**config.mk**
```make
export PLATFORM = sky130hd
export DESIGN_NAME = bus_master_arbiter
export DESIGN_NICKNAME = d
export VERILOG_FILES = /design/src/rtl/bus_master_arbiter_pkg.sv /design/src/rtl/bus_master_arbiter_rr_pick.sv /design/src/rtl/bus_master_arbiter.sv
export SDC_FILE = /design/constraint.sdc
export NUM_CORES = 1
export LEC_CHECK = 0
export BUFFER_PORTS_ARGS = -buffer_cell sky130_fd_sc_hd__buf_4
export CAP_MARGIN = 10
export CORE_AREA = 2 2 313 315
export DETAILED_ROUTE_END_ITERATION = 7
export DIE_AREA = 0 0 315 317
export HOLD_SLACK_MARGIN = 0.02
export PLACE_DENSITY = 0.37
export SYNTH_ARGS = -nofsm -noshare
export SYNTH_HDL_FRONTEND = slang
export SYNTH_SLANG_ARGS = --single-unit
export TNS_END_PERCENT = 1
```
**constraint.sdc**
```tcl
create_clock -name clk -period 2.3 [get_ports clk]
set_input_delay 0.115 -clock clk [delete_from_list [all_inputs] [get_ports clk]]
set_output_delay 0.115 -clock clk [all_outputs]
set_load 0.01 [all_outputs]
```
**src/rtl/bus_master_arbiter_pkg.sv**
```systemverilog
// Shared definitions for the round-robin memory-bus master arbiter.
// Combinational helpers only: no latency and no backpressure.
package bus_master_arbiter_pkg;

  typedef enum logic {
    ARB_IDLE   = 1'b0,
    ARB_ACCESS = 1'b1
  } arb_state_t;

  localparam int DEFAULT_TIMEOUT = 255;

  // Width of a master index, kept at least one bit for single-master builds.
  function automatic int idx_width(input int n);
    return (n > 1) ? $clog2(n) : 1;
  endfunction

endpackage

```
**src/rtl/bus_master_arbiter_rr_pick.sv**
```systemverilog
// Round-robin selector: one-hot grant to the first requester after last_grant.
// Purely combinational (zero latency); no backpressure.
module rr_pick
  import bus_master_arbiter_pkg::*;
#(
  parameter int NUM_MASTERS = 3,
  parameter int IDX_W       = idx_width(NUM_MASTERS)
) (
  input  logic [NUM_MASTERS-1:0] req,
  input  logic [IDX_W-1:0]       last_grant,
  output logic [NUM_MASTERS-1:0] grant
);

  logic             found;
  logic [IDX_W-1:0] idx;

  always_comb begin
    grant = '0;
    found = 1'b0;
    idx   = '0;
    for (int k = 1; k <= NUM_MASTERS; k++) begin
      idx = IDX_W'((int'(last_grant) + k) % NUM_MASTERS);
      if (!found && req[idx]) begin
        grant[idx] = 1'b1;
        found      = 1'b1;
      end
    end
  end

endmodule

```
**src/rtl/bus_master_arbiter.sv**
```systemverilog
// N-master round-robin bus arbiter with a slave-ack watchdog.
// Latency: request in IDLE drives the slave next cycle; the grant is held until ready_in or timeout.
module bus_master_arbiter
  import bus_master_arbiter_pkg::*;
#(
  parameter int NUM_MASTERS = 3,
  parameter int ADDR_W      = 64,
  parameter int DATA_W      = 64,
  parameter int MASK_W      = 4,
  parameter int TIMEOUT     = DEFAULT_TIMEOUT
) (
  input  logic                          clk,
  input  logic                          reset,
  input  logic [NUM_MASTERS*ADDR_W-1:0] m_address_in,
  input  logic [NUM_MASTERS-1:0]        m_read_in,
  input  logic [NUM_MASTERS-1:0]        m_write_in,
  input  logic [NUM_MASTERS*MASK_W-1:0] m_write_mask_in,
  input  logic [NUM_MASTERS*DATA_W-1:0] m_write_value_in,
  output logic [NUM_MASTERS*DATA_W-1:0] m_read_value_out,
  output logic [NUM_MASTERS-1:0]        m_ready_out,
  output logic [NUM_MASTERS-1:0]        m_error_out,
  output logic [ADDR_W-1:0]             address_out,
  output logic                          read_out,
  output logic                          write_out,
  output logic [MASK_W-1:0]             write_mask_out,
  output logic [DATA_W-1:0]             write_value_out,
  input  logic [DATA_W-1:0]             read_value_in,
  input  logic                          ready_in,
  output logic [NUM_MASTERS-1:0]        grant_out
);

  localparam int IDX_W = idx_width(NUM_MASTERS);
  localparam int CNT_W = ($clog2(TIMEOUT + 1) > 0) ? $clog2(TIMEOUT + 1) : 1;
  localparam logic [CNT_W-1:0] CNT_MAX   = CNT_W'(TIMEOUT);
  localparam logic [IDX_W-1:0] LAST_INIT = IDX_W'(NUM_MASTERS - 1);

  arb_state_t             state;
  logic [NUM_MASTERS-1:0] grant_q;
  logic [IDX_W-1:0]       last_grant;
  logic [CNT_W-1:0]       cnt;

  logic [NUM_MASTERS-1:0] req;
  logic [NUM_MASTERS-1:0] pick;
  logic [IDX_W-1:0]       pick_idx;
  logic                   active;
  logic                   done;
  logic                   rd_done;
  logic                   timed_out;
  logic                   sel_rd;
  logic                   sel_wr;

  logic [ADDR_W-1:0] addr_arr [NUM_MASTERS];
  logic [DATA_W-1:0] wval_arr [NUM_MASTERS];
  logic [MASK_W-1:0] mask_arr [NUM_MASTERS];

  assign req = m_read_in | m_write_in;

  rr_pick #(
    .NUM_MASTERS (NUM_MASTERS),
    .IDX_W       (IDX_W)
  ) u_rr_pick (
    .req        (req),
    .last_grant (last_grant),
    .grant      (pick)
  );

  always_comb begin
    pick_idx = '0;
    for (int i = 0; i < NUM_MASTERS; i++) begin
      if (pick[i]) pick_idx = IDX_W'(i);
    end
  end

  // Gating with reset keeps every output quiet while reset is held, even mid-access.
  assign active    = (state == ARB_ACCESS) && reset;
  assign done      = active && (ready_in || (cnt == CNT_MAX));
  assign rd_done   = active && ready_in;
  assign timed_out = active && !ready_in && (cnt == CNT_MAX);

  always_ff @(posedge clk) begin
    if (!reset) begin
      state      <= ARB_IDLE;
      grant_q    <= '0;
      last_grant <= LAST_INIT;
      cnt        <= '0;
    end else begin
      case (state)
        ARB_IDLE: begin
          if (|req) begin
            state      <= ARB_ACCESS;
            grant_q    <= pick;
            last_grant <= pick_idx;
            cnt        <= '0;
          end
        end
        ARB_ACCESS: begin
          if (ready_in || (cnt == CNT_MAX)) begin
            state   <= ARB_IDLE;
            grant_q <= '0;
          end else begin
            cnt <= cnt + CNT_W'(1);
          end
        end
        default: state <= ARB_IDLE;
      endcase
    end
  end

  // last_grant doubles as the owner index while in ACCESS.
  assign sel_rd = m_read_in[last_grant];
  assign sel_wr = m_write_in[last_grant];

  for (genvar i = 0; i < NUM_MASTERS; i++) begin : g_master
    assign addr_arr[i] = m_address_in[i*ADDR_W +: ADDR_W];
    assign wval_arr[i] = m_write_value_in[i*DATA_W +: DATA_W];
    assign mask_arr[i] = m_write_mask_in[i*MASK_W +: MASK_W];
    assign m_read_value_out[i*DATA_W +: DATA_W] = (rd_done && grant_q[i]) ? read_value_in : '0;
  end

  assign write_out       = active && sel_wr;
  assign read_out        = active && sel_rd && !sel_wr;
  assign address_out     = active ? addr_arr[last_grant] : '0;
  assign write_value_out = active ? wval_arr[last_grant] : '0;
  assign write_mask_out  = write_out ? mask_arr[last_grant] : '0;

  assign m_ready_out = done      ? grant_q : '0;
  assign m_error_out = timed_out ? grant_q : '0;
  assign grant_out   = reset     ? grant_q : '0;

endmodule
```
=== Word-level counts from Yosys, hierarchy flattened ===
Index checks and enable logic that the tools add are counted.

* Bits in registers: 14
* Input port bits: 469
* Output and inout bits: 335
* Logic and storage cells: 103

* Add/subtract/negate cells: 4
* Divide/modulo/power cells: 3
* Magnitude comparators: 8
* Eq/ne operators: 4
* Muxes and demuxes: 50
* Bitwise logic cells: 5
* Reductions and logical operators: 25

{| class="wikitable"
|+ Operators with widths
! cell !! number
|-
| 64-bit 2-to-1 mux || 9
|-
| 64-bit binary-select mux with 2-bit select || 2
|-
| 32-bit by 3-bit modulo with 32-bit output, second input constant || 3
|-
| 3-bit 2-to-1 mux || 8
|-
| 1-bit logical AND || 16
|-
| 8-bit 2-to-1 mux || 2
|-
| 8-bit one-hot mux with 2 select lines || 1
|-
| 1-bit 2-to-1 mux || 13
|-
| 2-bit by 3-bit less-than comparator with 1-bit output, second input constant || 4
|-
| 4-bit 2-to-1 mux || 3
|-
| 1-bit binary-select mux with 2-bit select || 5
|-
| 3-bit bitwise OR || 3
|-
| 8-bit by 1-bit adder with 8-bit output, second input constant || 1
|-
| 4-bit binary-select mux with 2-bit select || 1
|-
| 8-bit equality test, second input constant || 1
|-
| 2-bit by 2-bit adder with 3-bit output, second input constant || 2
|-
| 1-bit demux with 2-bit select || 3
|-
| 2-bit by 1-bit >= comparator with 1-bit output, second input constant || 3
|-
| 3-bit one-hot mux with 2 select lines || 1
|-
| 2-bit AND reduction || 3
|-
| 1-bit zero test || 4
|-
| 2-bit inequality test, second input constant || 2
|-
| 2-bit by 1-bit adder with 3-bit output, second input constant || 1
|-
| 3-bit >= comparator, second input constant || 1
|-
| other kinds (7) || 7
|}

=== Longest topological paths before layout ===
Gate-level depths: netlist of run 1.

* Depth after elaboration: 13
* Depth in mapped cells: 11
* Gate-level depth less buffers: 7

=== Cells and area by module ===
A second synthesis of run 1 with hierarchy kept.

* Cells, all modules: 941
* Area, all modules: 5645.4 µm²

{| class="wikitable"
|+ By module, submodules not included
! module !! instances !! cells each !! area an instance (µm²) !! sequential area each (µm²)
|-
| bus_master_arbiter || 1 || 909 || 5417.7 || 280.3
|-
| rr_pick || 1 || 32 || 227.7 || 0.0
|}

=== Worst setup path after synthesis of run 1 ===
No wires, ideal clock.

* Path kind: reg2reg
* From: register last_grant[0]
* To: register grant_q[2]
* Setup time: 0.117 ns
* Arrival time: 2.129 ns
* Data required time: 2.183 ns
* Setup slack: 0.054 ns
* Cell stages (with the launch flop): 11
* Buffers on the path: 4
* Clock period less this slack: 2.246 ns
* Cells stage by stage: dfxtp_1 > buf_2 > buf_4 > buf_4 > inv_1 > ha_1 > buf_6 > nor3b_1 > a21oi_2 > a31o_1 > a22o_1

* Cells in the longest elaborated chain, start to end: 13
* Elaborated cells between the ends (all ways): 40
* Classes of those cells: add/sub (3); div (3); order compare (6); mux (19); bitwise (2); reduce/logical (7)

{| class="wikitable"
|+ RTL lines
! what !! line !! source
|-
| from (decl) || bus_master_arbiter.sv:39 || <nowiki>logic [IDX_W-1:0] last_grant;</nowiki>
|-
| from (signal assigned) || bus_master_arbiter.sv:92 || <nowiki>last_grant <= pick_idx;</nowiki>
|-
| 2-bit by 1-bit adder with 3-bit output || bus_master_arbiter_rr_pick.sv:22 || <nowiki>idx = IDX_W'((int'(last_grant) + k) % NUM_MASTERS);</nowiki>
|-
| 32-bit by 3-bit modulo with 32-bit output || bus_master_arbiter_rr_pick.sv:22 ||
|-
| 2-bit by 3-bit less-than comparator with 1-bit output (implied by the code) (tied with other cells) || bus_master_arbiter_rr_pick.sv:24 || <nowiki>grant[idx] = 1'b1;</nowiki>
|-
| 1-bit logical AND (implied by the code) / 1-bit 2-to-1 mux (equally long branches) || bus_master_arbiter_rr_pick.sv:24, bus_master_arbiter_rr_pick.sv:23 ||
|-
| 1-bit 2-to-1 mux (on tied branches) || bus_master_arbiter_rr_pick.sv:24, bus_master_arbiter_rr_pick.sv:23 ||
|-
| 1-bit demux with 2-bit select / 1-bit zero test (equally long branches) || n/a ||
|-
| 3-bit 2-to-1 mux / 1-bit logical AND (equally long branches) || bus_master_arbiter_rr_pick.sv:23 || <nowiki>if (!found && req[idx]) begin</nowiki>
|-
| 3-bit bitwise OR (no line) / 1-bit 2-to-1 mux (equally long branches) || n/a ||
|-
| 3-bit 2-to-1 mux / 1-bit zero test (equally long branches) || bus_master_arbiter_rr_pick.sv:23 ||
|-
| 3-bit bitwise OR (no line) / 1-bit logical AND (equally long branches) || n/a ||
|-
| 3-bit 2-to-1 mux * || bus_master_arbiter_rr_pick.sv:23 ||
|-
| 3-bit 2-to-1 mux * || bus_master_arbiter.sv:89 || <nowiki>if (|req) begin</nowiki>
|-
| 3-bit one-hot mux with 2 select lines * || bus_master_arbiter.sv:87 || <nowiki>case (state)</nowiki>
|-
| to (signal assigned) || bus_master_arbiter.sv:91 || <nowiki>grant_q <= pick;</nowiki>
|-
| to (decl) || bus_master_arbiter.sv:38 || <nowiki>logic [NUM_MASTERS-1:0] grant_q;</nowiki>
|}

Mark *: on every way between the ends. The rest lies on a longest branch, timed or not. The select of a mux whose other input is x is not followed.
A chain may end at the register's enable or synchronous reset.

=== Worst setup path in the final report of run 1 ===
* From: register last_grant[0]
* To: output port write_value_out[23]

* Cells in the longest elaborated chain, start to end: 5

{| class="wikitable"
|+ RTL lines
! what !! line !! source
|-
| 2-bit inverter with 3-bit output (implied by the code) || bus_master_arbiter.sv:123 || <nowiki>assign write_value_out = active ? wval_arr[last_grant] : '0;</nowiki>
|-
| 64-bit binary-select mux with 2-bit select || bus_master_arbiter.sv:123 ||
|-
| 64-bit 2-to-1 mux (implied by the code) (2 in series) || bus_master_arbiter.sv:123 ||
|-
| 64-bit 2-to-1 mux || bus_master_arbiter.sv:123 ||
|-
| to (decl) || bus_master_arbiter.sv:26 || <nowiki>output logic [DATA_W-1:0] write_value_out,</nowiki>
|}

No other way between the ends. The select of a mux whose other input is x is not followed.

==> results of run 1 <==
## layer usage
layer  share of wire (%)  wire [um]  vias to the layer above
li1                    -          -                     4635
met1                  38      22000                     4277
met2                  53      30300                      481
met3                 7.2       4130                       61
met4                 1.2        673                       16
met5                0.18        105                        -
## cell families (layout without fill, tap and decap cells)
family / Yosys count / count (layout) / share of synthesized area (%)
and+or+nand+nor: 528 / 528 / 45.7
DFF: 14 / 14 / 4.97
xor gates and xnor gates: 1 / 1 / 0.155
adders and majority gates: 5 / 5 / 1.11
muxes: 135 / 135 / 24.0
buffers and inverters: 88 / 845 / 7.44
other: 0 / 1 / 0
AOI/OAI and AO/OA: 172 / 172 / 16.7
## placed cells by master, fill, tap and decap left out, types with 5 or more instances in the layout
cell type  synthesis  final
nand2_1           11     10
buf_12             0      9
buf_4              6    825
mux2i_1          135    135
inv_1              5      5
nor2_1           285    285
a21oi_1          141    141
o21ai_0            6      6
o21ai_1            5      5
and2_1           199    199
nor3_1             5      5
ha_1               5      5
dfxtp_1           14     12
nand3_1            5      5
## final cells by class
type | count | area, um2 | area share [%]
Multi-Input combinational cell | 841 | 4960 | 37.2
Timing Repair Buffer | 835 | 6380 | 47.9
Inverter | 6 | 22.5 | 0.169
Sequential cell | 14 | 288 | 2.16
Antenna cell | 1 | 2.50 | 0.0188
Clock buffer | 4 | 78.8 | 0.591
Tap cell | 1276 | 1600 | 12.0
## Yosys cell counts, types with 2 or more instances
cell type	count
nor2_1	285
and2_1	199
a21oi_1	141
mux2i_1	135
buf_2	47
clkbuf_1	23
dfxtp_1	14
nand2_1	11
buf_4	6
o21ai_0	6
and3_1	5
buf_1	5
ha_1	5
inv_1	5
nand3_1	5
nor3_1	5
o21ai_1	5
a31oi_1	3
nand2b_1	3
o32ai_1	3
a211oi_1	2
and3b_1	2
nand4_1	2
nor2_2	2
nor2_4	2
## worst max path at each step
stage / endpoint / slack, ns / cells past startpoint
after floorplan: grant_q[2] / 0.05 / 10
after global placement: address_out[21] / 0.30 / 7
after detailed placement: last_grant[0] / 0.24 / 7
after CTS: address_out[21] / 0.02 / 7
after global routing: address_out[32] / 0.01 / 6
final: write_value_out[23] / 0.13 / 7
## repair_timing
item / 4_1_cts / 5_1_grt
endpoints found under the setup margin: 0 / 1
gates resized for setup: 0 / 1
hold endpoints to repair: 0 / 0
## worst max-delay path, delay by kind of cell (launching register included)
family,cells,cell delay [ns]
AND/OR/NAND/NOR,2,0.12
AO/OA/AOI/OAI,1,0.22
flip-flops,1,0.43
multiplexers,1,0.25
buffers and inverters,3,0.74
## state kept, by name (all words and copies together), names as in the netlist
signal and cells:
cnt 8, grant_q 3, last_grant 2, state 1
## report_power, final
part           internal (mW)  switching (mW)  total (mW)
Sequential             0.267          0.0455       0.312
Combinational           1.61            1.79        3.41
Clock                  0.235           0.106       0.341
Total                   2.11            1.95        4.06
## through the flow
stage                     cells  power (mW)  hold slack (ns)  instance area (um2)
after floorplan             943        2.07            0.284                 5640
after global placement     2972        3.79            0.406                13200
after detailed placement   2972        3.79            0.439                13200
after CTS                  2976        4.14            0.184                13300
after global routing       2976        4.41            0.219                13300
final                      2977        4.06            0.169                13300
==> flow_summary.toml, run 1 <==
[layout]
final_util_pct = 13.8
num-fill-cells = 11372
area_growth_pct = 136
nets = 2175
layout-drive-gt1-share_pct = 50.4

[worst_setup_path]
worstPathMaxFanout = 24
crit_path_end_kind = "output port"
cp-startpoint = "last_grant[0]"
critical_path_class = "reg2out"
cp-start-kind = "flop"
r2r_slack_ns = 0.23
crit_chain = "buf_12 > buf_4 > mux2i_1 > nor2_1 > a21oi_1 > nor2_1 > buf_4"
cp.required_ns = 2.18
max_stage_delay_ns = 0.43
cp.arrival_ns = 2.05
r2r_end = "last_grant[0]"
r2r_cells = 7
slowest_stage = "dfxtp_4"
r2r-start = "last_grant[0]"

[sta]
rsz0062_at_grt = "false"
fin_setup_tns_ns = 0
worst_pin_slew_ns = 0.641
setup_ws_ns = 0.131
fmax_mhz = 461
drv_slew = 0
setup_viol = 0
hold_viol = 0
max-slew-margin-rel_pct = 57.3
min_period_over_period_pct = 94.3
fin_crit_ns = 2.17
fin_skew_ns = 0.00362

[synthesis]
synth_area_mm2 = 0.00564
ys_ff_latch = 14
avgSynthCellArea_um2 = 5.98
synth_edf_count = 0
ys.flop_type = "dfxtp_1"
yosys.area.top_type = "mux2i_1"
ys_warn_count = 0
yosys.cell_types.count = 47
synth_top_area_share_pct = 24.0
seq_area_frac_synth_pct = 4.97
ys_top_cells_by_area = "mux2i_1, and2_1, nor2_1"
synthesis.nets = 1417
synth-async-reset-ratio_pct = 0
synth_cells = 943

[route]
vias = 9470
drc = 0
drt_iter0_drc = 387
firstDrtPassIters = 4
ant_nets = 0
wl_per_cell_um = 19.2
viasPerCell = 3.18
totalWireLength_um = 57200

[job]
maxCapViolations = 0

[global_routing]
grt_use_met2_pct = 20.1
grt_usage_pct = 10.5
antenna_found_initial = 27
use_met3_pct = 2.30
grt_pass1_vias = 9154
grt_max_degree = 97
gr-total-overflow = 0
use_met1_pct = 12.1
grt_pass1_wl_um = 74100
top_usage_layer = "met2"

[floorplan]
num_io_pins = 804
initial_core_util_pct = 5.85
die-area_mm2 = 0.0999
core_area_mm2 = 0.0963
rows = 114
fp.dieW_um = 315
chipHeight_um = 317

[place]
place_ws_ns = 0.240
hpwl_um = 51000
io_buffers = 803
globalplace.congestion = 0.790

[hold_path]
worst_hold_path.num_cells = 2
worstHoldEndpoint = "last_grant[1]"
hp-class = "in2reg"
min_from = "reset"

[cts]
cts_tree = "yes"
clk_pin_slew_ns = 0.05
cts.path.max_buffers = 2
postCtsSetupBuffers = 0
numCtsBuffers = 3
clock-sinks = 14
cts_root_buffer = "clkbuf_16"
clock_latency_ns = 0.25
h-tree-depth = 1
cts_hold_buf = 0

[power_and_ir_drop]
vdd.ir_drop.worst_mv = 0.251
powerDensity_mw_per_mm2 = 305
p_leak_nw = 6.26

[status]
status = "finished, final reports clean"
Note: power is estimated with default switching activity, not from simulation.
==> inputs of run 2 (changes only) <==
--- a/config.mk
+++ b/config.mk
@@ -8,6 +8,7 @@
 export BUFFER_PORTS_ARGS = -buffer_cell sky130_fd_sc_hd__buf_4
 export CAP_MARGIN = 10
 export CORE_AREA = 2 2 313 315
+export CTS_BUF_LIST = sky130_fd_sc_hd__clkbuf_4 sky130_fd_sc_hd__clkbuf_8
 export DETAILED_ROUTE_END_ITERATION = 7
 export DIE_AREA = 0 0 315 317
 export HOLD_SLACK_MARGIN = 0.02
==> run 2 against run 1 <==
Worst setup slack got worse by 0.011 ns. First-iteration DRC count decreased by 8.3%. Sequential share of layout area about the same. Global-route usage about the same. Largest cell class unchanged. Clock power decreased by 33%. Power decreased by 2.7%. Register-to-register slack about the same. Final area decreased by 0.22%.
==> flow_summary.toml, run 2 (synthesis results as in run 1) <==
[layout]
diodes = 0
multi_input_area_mm2 = 0.00496
nets = 2175
regArea_um2 = 288
finalNonFillerCells = 2976
largestRegisters = "cnt x8, grant_q x3, last_grant x2"
final_util_pct = 13.8
area_growth_pct = 136
regMostFlops = "cnt"
layout-drive-gt1-share_pct = 50.4
layout_common_cells = "buf_4, nor2_1, and2_1, a21oi_1, mux2i_1"
num-fill-cells = 11376
largest_register_ffs = 8
layout_commonest_cell = "buf_4"

[route]
totalWireLength_um = 57300
viasPerCell = 3.18
wl_per_cell_um = 19.2
drt_iter0_drc = 355
drc = 0
firstDrtPassIters = 6
vias = 9475
ant_nets = 0

[worst_setup_path]
cp.required_ns = 2.18
cp.arrival_ns = 2.06
crit_path_end_kind = "output port"
critical_path_class = "reg2out"
worstPathMaxFanout = 24
cp-start-kind = "flop"

[power_and_ir_drop]
p_sw_mw = 1.94
power_frac_clock_pct = 5.8
internal_power_mw = 2.02
p_total_mw = 3.95
powerDensity_mw_per_mm2 = 297
vdd.ir_drop.worst_mv = 0.167
p_sw_share_pct = 49.0
p_comb_share_pct = 86.3
seqPwrFrac_pct = 7.9
p_leak_nw = 6.25

[sta]
fin_crit_ns = 2.18
max-slew-margin-rel_pct = 56.7
hold_viol = 0
setup_viol = 0
rsz0062_at_grt = "true"
fmax_mhz = 459
drv_slew = 0
setup_ws_ns = 0.120
min_period_over_period_pct = 94.8
fin_skew_ns = 0.00204
worst_pin_slew_ns = 0.649

[status]
status = "finished, final reports clean"

[place]
io_buffers = 803
placedCellCount = 2972
globalplace.congestion = 0.790
place_ws_ns = 0.240
hpwl_um = 51000

[cts]
cts.path.max_buffers = 2
cts_root_buffer = "clkbuf_8"
cts.repair.resized = 0
clock_latency_ns = 0.25
postCtsSetupBuffers = 0
cts_tree = "yes"
numCtsBuffers = 3
h-tree-depth = 1
clk_pin_slew_ns = 0.06
cts_hold_buf = 0
clock-sinks = 14

[global_routing]
gr-total-overflow = 0
grt_pass1_vias = 9156
grt_usage_pct = 10.5
grt_pass1_wl_um = 74200
grt_max_degree = 97
antenna_found_initial = 27

[floorplan]
num_io_pins = 804
core_area_mm2 = 0.0963
initial_core_util_pct = 5.85
fp.dieW_um = 315
chipHeight_um = 317
rows = 114
die-area_mm2 = 0.0999

[job]
maxCapViolations = 0

[hold_path]
hp-class = "in2reg"
-- run 2: final timing paths --
check | to | cells after the start | slack [ns] | from
worst min-delay path | last_grant[1] | 2 | 0.17 | reset
worst max register to register | last_grant[0] | 7 | 0.22 | last_grant[0]
worst max-delay path | write_value_out[23] | 7 | 0.12 | last_grant[0]
worst min register to register | cnt[3] | 1 | 0.48 | cnt[3]
-- run 2: final cells by class --
class / count / area share [%]
well taps: 1276 / 12.0
repair buffers: 835 / 48.0
flip-flops and latches: 14 / 2.16
inverters: 6 / 0.169
clock buffers: 4 / 0.367
multi-input cells: 841 / 37.3
-- run 2: power by group through the flow --
| stage | Combinational, mW | Clock, mW | Sequential [mW] |
|---|---|---|---|
| 6_report | 3.41 | 0.230 | 0.312 |
| 5_1_grt | 3.73 | 0.251 | 0.320 |
| 4_1_cts | 3.47 | 0.239 | 0.314 |
| 3_5_place_dp | 3.47 | 0 | 0.319 |
| 3_3_place_gp | 3.47 | 0 | 0.318 |
| 2_1_floorplan | 1.79 | 0 | 0.282 |
-- run 2: per-stage QoR --
stage	area, um2	setup TNS (ns)	hold WS [ns]
6_report	13300	0	0.169
3_5_place_dp	13200	0	0.439
5_1_grt	13300	-0.000600	0.207
3_3_place_gp	13200	0	0.406
4_1_cts	13300	0	0.177
2_1_floorplan	5640	0	0.284
-- run 2: worst max-delay path: stages, from the launching register on --
cell and delay [ns]:
dfxtp_4 0.43, buf_12 0.22, buf_4 0.39, mux2i_1 0.25
nor2_1 0.05, a21oi_1 0.22, nor2_1 0.07, buf_4 0.14
-- run 2: per-layer routing --
layer	track usage [%]	vias up	wire length [um]
li1	-	4629	-
met1	12.1	4280	22000
met2	20.1	490	30400
met3	2.30	60	4080
met4	0.920	16	659
met5	0	-	105
